### src/rtl/fetch_stage.sv
// Instruction-fetch stage: owns the PC, addresses a combinational instruction memory
// and registers the fetched word into IF/ID with stall, flush, redirect and halt control.
module fetch_stage #(
  parameter logic [31:0] RESET_PC   = 32'h0000_0000,
  parameter int          IMEM_DEPTH = 256,
  parameter int          IMEM_AW    = 8
) (
  input  logic               clk_CPU,
  input  logic               rst_n,
  input  logic               stall,
  input  logic               flush,
  input  logic               branch_taken,
  input  logic [31:0]        branch_target,
  input  logic               jump,
  input  logic [31:0]        jump_target,
  output logic [IMEM_AW-1:0] imem_addr,
  input  logic [31:0]        imem_data,
  output logic [31:0]        pc_out,
  output logic [31:0]        if_id_instr,
  output logic [31:0]        if_id_pc4,
  output logic               if_id_valid,
  output logic               halted,
  output logic               fault,
  output logic [31:0]        fault_pc,
  output logic [31:0]        fetch_count
);

  typedef enum logic [1:0] {BOOT, RUN, HALT} state_t;

  localparam logic [31:0] MEM_BYTES = 32'(IMEM_DEPTH * 4);

  state_t      state;
  logic [31:0] pc;
  logic [31:0] pc4;
  logic [31:0] target;
  logic        redirect;
  logic        bad_target;
  logic        at_end;

  always_comb begin
    pc4        = pc + 32'd4;
    redirect   = jump | branch_taken;
    target     = jump ? jump_target : branch_target;
    bad_target = (target[1:0] != 2'b00) || (target >= MEM_BYTES);
    at_end     = (pc4 == MEM_BYTES);
  end

  assign imem_addr = pc[IMEM_AW+1:2];
  assign pc_out    = pc;

  always_ff @(posedge clk_CPU or negedge rst_n) begin
    if (!rst_n) begin
      state       <= BOOT;
      pc          <= RESET_PC;
      if_id_instr <= 32'd0;
      if_id_pc4   <= 32'd0;
      if_id_valid <= 1'b0;
      halted      <= 1'b0;
      fault       <= 1'b0;
      fault_pc    <= 32'd0;
      fetch_count <= 32'd0;
    end else begin
      case (state)
        BOOT: begin
          state       <= RUN;
          if_id_instr <= 32'd0;
          if_id_pc4   <= 32'd0;
          if_id_valid <= 1'b0;
        end
        RUN: begin
          if (redirect) begin
            // The word fetched this cycle is wrong-path, so it never reaches IF/ID.
            if_id_instr <= 32'd0;
            if_id_pc4   <= 32'd0;
            if_id_valid <= 1'b0;
            if (bad_target) begin
              state    <= HALT;
              halted   <= 1'b1;
              fault    <= 1'b1;
              fault_pc <= target;
            end else begin
              pc <= target;
            end
          end else if (flush) begin
            if_id_instr <= 32'd0;
            if_id_pc4   <= 32'd0;
            if_id_valid <= 1'b0;
            // Stepping past the last word would wrap the memory index, so stop instead.
            if (!stall) begin
              if (at_end) begin
                state  <= HALT;
                halted <= 1'b1;
              end else begin
                pc <= pc4;
              end
            end
          end else if (!stall) begin
            if_id_instr <= imem_data;
            if_id_pc4   <= pc4;
            if_id_valid <= 1'b1;
            if (fetch_count != 32'hFFFF_FFFF) fetch_count <= fetch_count + 32'd1;
            if (at_end) begin
              state  <= HALT;
              halted <= 1'b1;
            end else begin
              pc <= pc4;
            end
          end
        end
        HALT: begin
          if_id_instr <= 32'd0;
          if_id_pc4   <= 32'd0;
          if_id_valid <= 1'b0;
        end
        default: begin
          state  <= HALT;
          halted <= 1'b1;
        end
      endcase
    end
  end

endmodule

### config.mk
export PLATFORM = sky130hd
export DESIGN_NAME = fetch_stage
export DESIGN_NICKNAME = d
export VERILOG_FILES = /design/src/rtl/fetch_stage.sv
export SDC_FILE = /design/constraint.sdc
export NUM_CORES = 1
export LEC_CHECK = 0
export ABC_CLOCK_PERIOD_IN_PS = 3700
export BUFFER_PORTS_ARGS = -buffer_cell sky130_fd_sc_hd__buf_2
export CORE_MARGIN = 4
export CORE_UTILIZATION = 51
export DETAILED_ROUTE_END_ITERATION = 16
export GPL_TIMING_DRIVEN = 1
export PLACE_DENSITY_LB_ADDON = 0.1
export SKIP_LAST_GASP = 1
export SYNTH_ARGS = -nofsm -noshare
export SYNTH_HDL_FRONTEND = slang
export SYNTH_SLANG_ARGS = --single-unit
### constraint.sdc
create_clock -name clk_CPU -period 3.7 [get_ports clk_CPU]
set_input_delay 0.74 -clock clk_CPU [delete_from_list [all_inputs] [get_ports clk_CPU]]
set_output_delay 0.74 -clock clk_CPU [all_outputs]
set_load 0.01 [all_outputs]
* Word-level counts from Yosys, hierarchy flattened
Cells that the tools add are included.
Word-level totals: register bits 165, word-level logic and storage cells 67, input bits 102, output and inout bits 171
Operators by class: add/subtract/negate cells 2, order comparisons 1, reductions and logical operators 11, bitwise operators 6, mux-type cells 27, equal/unequal tests 11
Operator list (count):
- 32-bit 2-to-1 mux | 11
- 32-bit one-hot mux with 2 select lines | 2
- 32-bit by 1-bit adder with 32-bit output (second input constant) | 1
- 32-bit by 3-bit adder with 32-bit output (second input constant) | 1
- 32-bit by 11-bit == test with 1-bit output (second input constant) | 1
- 32-bit by 11-bit greater-or-equal comparator with 1-bit output (second input constant) | 1
- 32-bit inequality test (second input constant) | 1
- 4-bit AND reduction | 3
- 3-bit inequality test (second input constant) | 3
- 2-bit 2-to-1 mux | 4
- 1-bit 2-to-1 mux | 7
- 2-bit one-hot mux with 3 select lines | 1
- 1-bit inverter | 5
- 5-bit AND reduction | 1
- 2-bit inequality test (second input constant) | 2
- 4-bit inequality test (second input constant) | 1
- 1-bit one-hot mux with 2 select lines | 2
- 2-bit nonzero test | 2
- 3-bit AND reduction | 1
- 2-bit by 1-bit == test with 1-bit output (second input constant) | 1
- 2-bit == test (second input constant) | 1
- 2-bit logical NOT | 1
- 2-bit by 1-bit inequality test with 1-bit output (second input constant) | 1
- 2-bit AND reduction | 1
- 3 further kinds | 3

* Depth between registers and ports, before layout
word-level depth 6, gate-level depth with buffers 12, depth with buffers taken out 9

* Worst setup path before layout
OpenSTA, ideal clock, no wires.
path kind register to register, start point register pc[2], in the netlist pc_out[2], end point register halted, slack 0.597 ns, period minus slack after synthesis 3.103 ns, data required time 3.635 ns, buffers on the path 0, setup time 0.065 ns, stages on the path, launching flop included 10, data arrival time 3.038 ns, cell sequence dfrtp_1 ha_1 nand3_1 nor4_1 xnor2_1 nand4_1 or3_1 or4_1 o31ai_2 o22a_1
Between the ends: longest elaborated chain between the ends 4
RTL lines:
- start: declaration | line 33 | logic [31:0] pc;
- start signal: assignment | line 82 | pc <= target;
- start signal: assignment | line 94 | pc <= pc4;
- start signal: assignment | line 106 | pc <= pc4;
- 32-bit by 3-bit adder with 32-bit output | line 41 | pc4 = pc + 32'd4;
- 32-bit by 11-bit == test with 1-bit output | line 45 | at_end = (pc4 == MEM_BYTES);
- 3-bit inequality test (no line)
- 4-bit AND reduction (no line)
- end signal: assignment | line 58 | halted <= 1'b0;
- end signal: assignment | line 78 | halted <= 1'b1;
- end signal: assignment | line 92 | halted <= 1'b1;
- end: declaration | line 22 | output logic halted,
No other way between the ends. A chain may end at the register's enable or synchronous reset.

* Worst setup path after layout
start point register pc[2], in the netlist pc_out[2], end point register pc[31], in the netlist pc_out[31]
Between the ends: longest elaborated chain between the ends 4, elaborated cells on any way between the ends 7, classes of those cells 1 x add/sub; 2 x eq/ne; 3 x mux; 1 x reduce/logical
RTL lines (line):
- 32-bit by 3-bit adder with 32-bit output * | 41
- 32-bit by 11-bit == test with 1-bit output or 32-bit 2-to-1 mux (tied branches) | 45, 90, 102
- 2-bit inequality test (no line) or 32-bit 2-to-1 mux (tied branches)
- 4-bit AND reduction (no line) or 32-bit 2-to-1 mux (tied branches)
Mark *: on every way between the ends. The rest lies on a longest branch, timed or not. The select of a mux whose other input is x is not followed.

==> metrics.csv <==
metric,value,unit
Power Dens Cells,458.9,nW/um^2
Critical Path RT,4.01,ns
Hold Path Class,input port to asynchronous set/reset pin,
startpoint types,register,
post-route ant nets,0,
total of max-cap violations,0,
Critical Path Fanout Max,30,
fin nets,1163,
"Reg clk slew, reported paths",0.06,ns
Async SR Flop Fraction,100.0,%
CTS tree,built,
P&R area growth vs syn,25.45,%
Worst Tran Pin Value,0.9574,ns
cell area after synthesis,8303,um^2
final setup fails,0,
crit-path leading delay family,simple AND/OR/NAND/NOR gates,
IO buf count,272,
clock root cell,clkbuf_16,
skew final,0.008215,ns
Iteration-0 DRC Markers,441,
P_leak,5.167,nW
Psw,1.381,mW
Core Area,15940,um^2
HPWL after DPL,17470,um
final design utilization,65.34,%
drt via density,5.582,
largest net degree at the start of global routing,85,
Placed Instances,1256,
Filler cells,1325,
vias in the first global route,6947,
WL final,23480,um
GP Congestion,0.8657,
Final Hold Viols,0,
Max Root-Sink Buffers,2,
total power,4.780,mW
final slew viol count,0,
CP max-delay cell,or3_1,
largest area contributor in the netlist,dfrtp_1,
clk sinks,165,
clk_lat worst skew,0.43,ns
"EDFF count, synth",0,
chip height,135.6,um
dpl ws,0.2472,ns
Netlist cell types,62,
Final period util,94.25,%
I/O Pins,273,
Die W,135.6,um
area post-placement,9816,um^2
Crit path largest cell delay,0.53,ns
Ys Warns,0,
vias after detailed routing,7190,
clock share of power,37.4,%
Setup Buffers After CTS,0,
total die area,18390,um^2
Worst path depth,9,
Worst R2R Path Depth,9,
Setup crit end kind,register,
Mean Syn Cell Area,10.21,um^2
WL/cell,18.23,um
Synth area leaders,"dfrtp_1 (50%), nand2_1 (4.3%), a22o_1 (4.3%)",
Bufs and invs on worst path,0,
Tot GR Track Use,25.37,%
initial antenna violation count,0,
share of the synthesized area in the top cell type,49.73,%
power share of the combinational group,17.4,%
outcome,"finished, final reports clean",
"most common cell after layout, fill and taps aside",buf_2,
final hold slack,0.3461,ns
final cell area excluding filler cells,10420,um^2
Syn Nets,917,
critical path class,register to register,
CP Data Arrival Time,3.80,ns
CTS H-tree lvls,4,
sequential-to-total area share from yosys stat,49.73,%
part of the power in registers,45.2,%
"critical path, cell by cell",ha_1 > nand3_1 > or3_1 > xnor2_1 > nor4bb_1 > and4_1 > nand4_4 > and2_4 > mux2_1,
RSZ-0062 raised after global routing,no,
"Primary FF master, synth",dfrtp_1,
sw frac,28.89,%
relative slew slack,36.02,%
first-pass GRT wire length,36830,um
Seq cells post-synth,165,
fmax,286.8,MHz
setup TNS,0,ns
Starting Density,52.08,%
diodes inserted,0,
"leading cell types in the layout, fill and taps excluded","buf_2 (271), dfrtp_1 (165), nand2_1 (96), nor2_1 (52), o21ai_0 (44)",
Mapped Cells,813,
Internal,3.399,mW
Peak VDD IR,0.3533,mV
Period minus WS final,3.487,ns
final worst slack,0.2126,ns
total gr overflow,0,
Finished Layout Cells,1288,
Pre-antenna DRT Iters,5,
Post-CTS Hold Buffers,0,
layout cell share with drive strength beyond 1,35.07,%
clock buffer count from CTS,17,
Site Rows,46,
final routed DRC violation total,0,
per-layer routing:
metal / GRT usage (%) / part of all wire, % / up-vias / routed length, um
li1: - / - / 3409 / -
met1: 35.14 / 44 / 3432 / 10360
met2: 39.27 / 45 / 307 / 10620
met3: 6.055 / 8.5 / 42 / 1988
met4: 8.959 / 2.2 / 0 / 507
met5: 0 / 0 / - / 0
area by class of cell:
type	instances	area, um^2	share of cell area [%]
clock inverter	11	123.9	1.189
multi-input combinational	581	3876	37.21
sequential	165	4129	39.64
clock buffer	21	470.5	4.517
timing repair buffer	291	1535	14.74
tap	216	270.3	2.595
inverter	3	11.26	0.1081
Yosys cell counts, drive strengths merged, types with 2 or more instances:
cell	instances
and2	3
nor3	10
mux2i	30
xnor2	36
a211oi	4
ha	2
buf	29
or3	4
nand4	23
nor2	54
a31oi	19
inv	3
and4b	2
o21ai	46
nand2b	7
dfrtp	165
xor2	26
a21oi	39
or4	4
and3	12
and4	5
nand2	96
o211ai	2
or2	5
nand3	25
clkbuf	35
o22ai	6
mux2	33
nor4	22
a22o	41
nor4bb	2
nor3b	3
nor2b	5
logic make-up after synthesis:
| kind of cell | after synthesis | synth area share [%] |
|---|---|---|
| buf+inv | 67 | 3.933 |
| flops | 165 | 49.73 |
| xor+xnor | 62 | 6.540 |
| compound gates | 168 | 13.19 |
| mux | 63 | 8.635 |
| fa+ha+maj | 2 | 0.3013 |
| simple gates | 286 | 17.68 |
power groups by stage:
| stage | Clock, mW | Combinational [mW] | Sequential (mW) |
|---|---|---|---|
| after floorplan | 0 | 0.434 | 2.20 |
| after global placement | 0 | 0.833 | 2.18 |
| after detailed placement | 0 | 0.841 | 2.18 |
| after CTS | 1.82 | 0.841 | 2.16 |
| after global routing | 1.89 | 0.919 | 2.19 |
| final | 1.79 | 0.833 | 2.16 |
path summary, 6_finish.rpt:
check / from / end / slack (ns)
setup / recovery: pc_out[2]$_DFFE_PN0P_ / pc_out[31]$_DFFE_PN0P_ / 0.21
hold / removal: rst_n / fetch_count[15]$_DFFE_PN0P_ / 0.35
min in group clk_CPU: if_id_pc4[21]$_DFFE_PN0P_ / if_id_pc4[21]$_DFFE_PN0P_ / 0.47
setup reg to reg: pc_out[2]$_DFFE_PN0P_ / pc_out[31]$_DFFE_PN0P_ / 0.21
max in group asynchronous: rst_n / pc_out[2]$_DFFE_PN0P_ / 2.48
hold reg to reg: if_id_pc4[21]$_DFFE_PN0P_ / if_id_pc4[21]$_DFFE_PN0P_ / 0.47
worst reg2reg max path: cells and delay by family (launching register included):
| family | cells | cell delay [ns] |
|---|---|---|
| simple gates | 6 | 1.72 |
| flops | 1 | 0.48 |
| xor+xnor | 1 | 0.44 |
| mux | 1 | 0.39 |
| fa+ha+maj | 1 | 0.34 |
state kept, by name, summed over array words and instances, names as in the netlist:
signal,flops
fault_pc,32
fetch_count,32
if_id_instr,32
if_id_pc4,32
pc_out,32
state,2
fault,1
halted,1
if_id_valid,1
what timing repair did:
action	4_1_cts	5_1_grt
setup endpoints to repair	0	3
gates resized for setup	0	1
hold endpoints to repair	0	0
(Power assumes the default switching activity.)
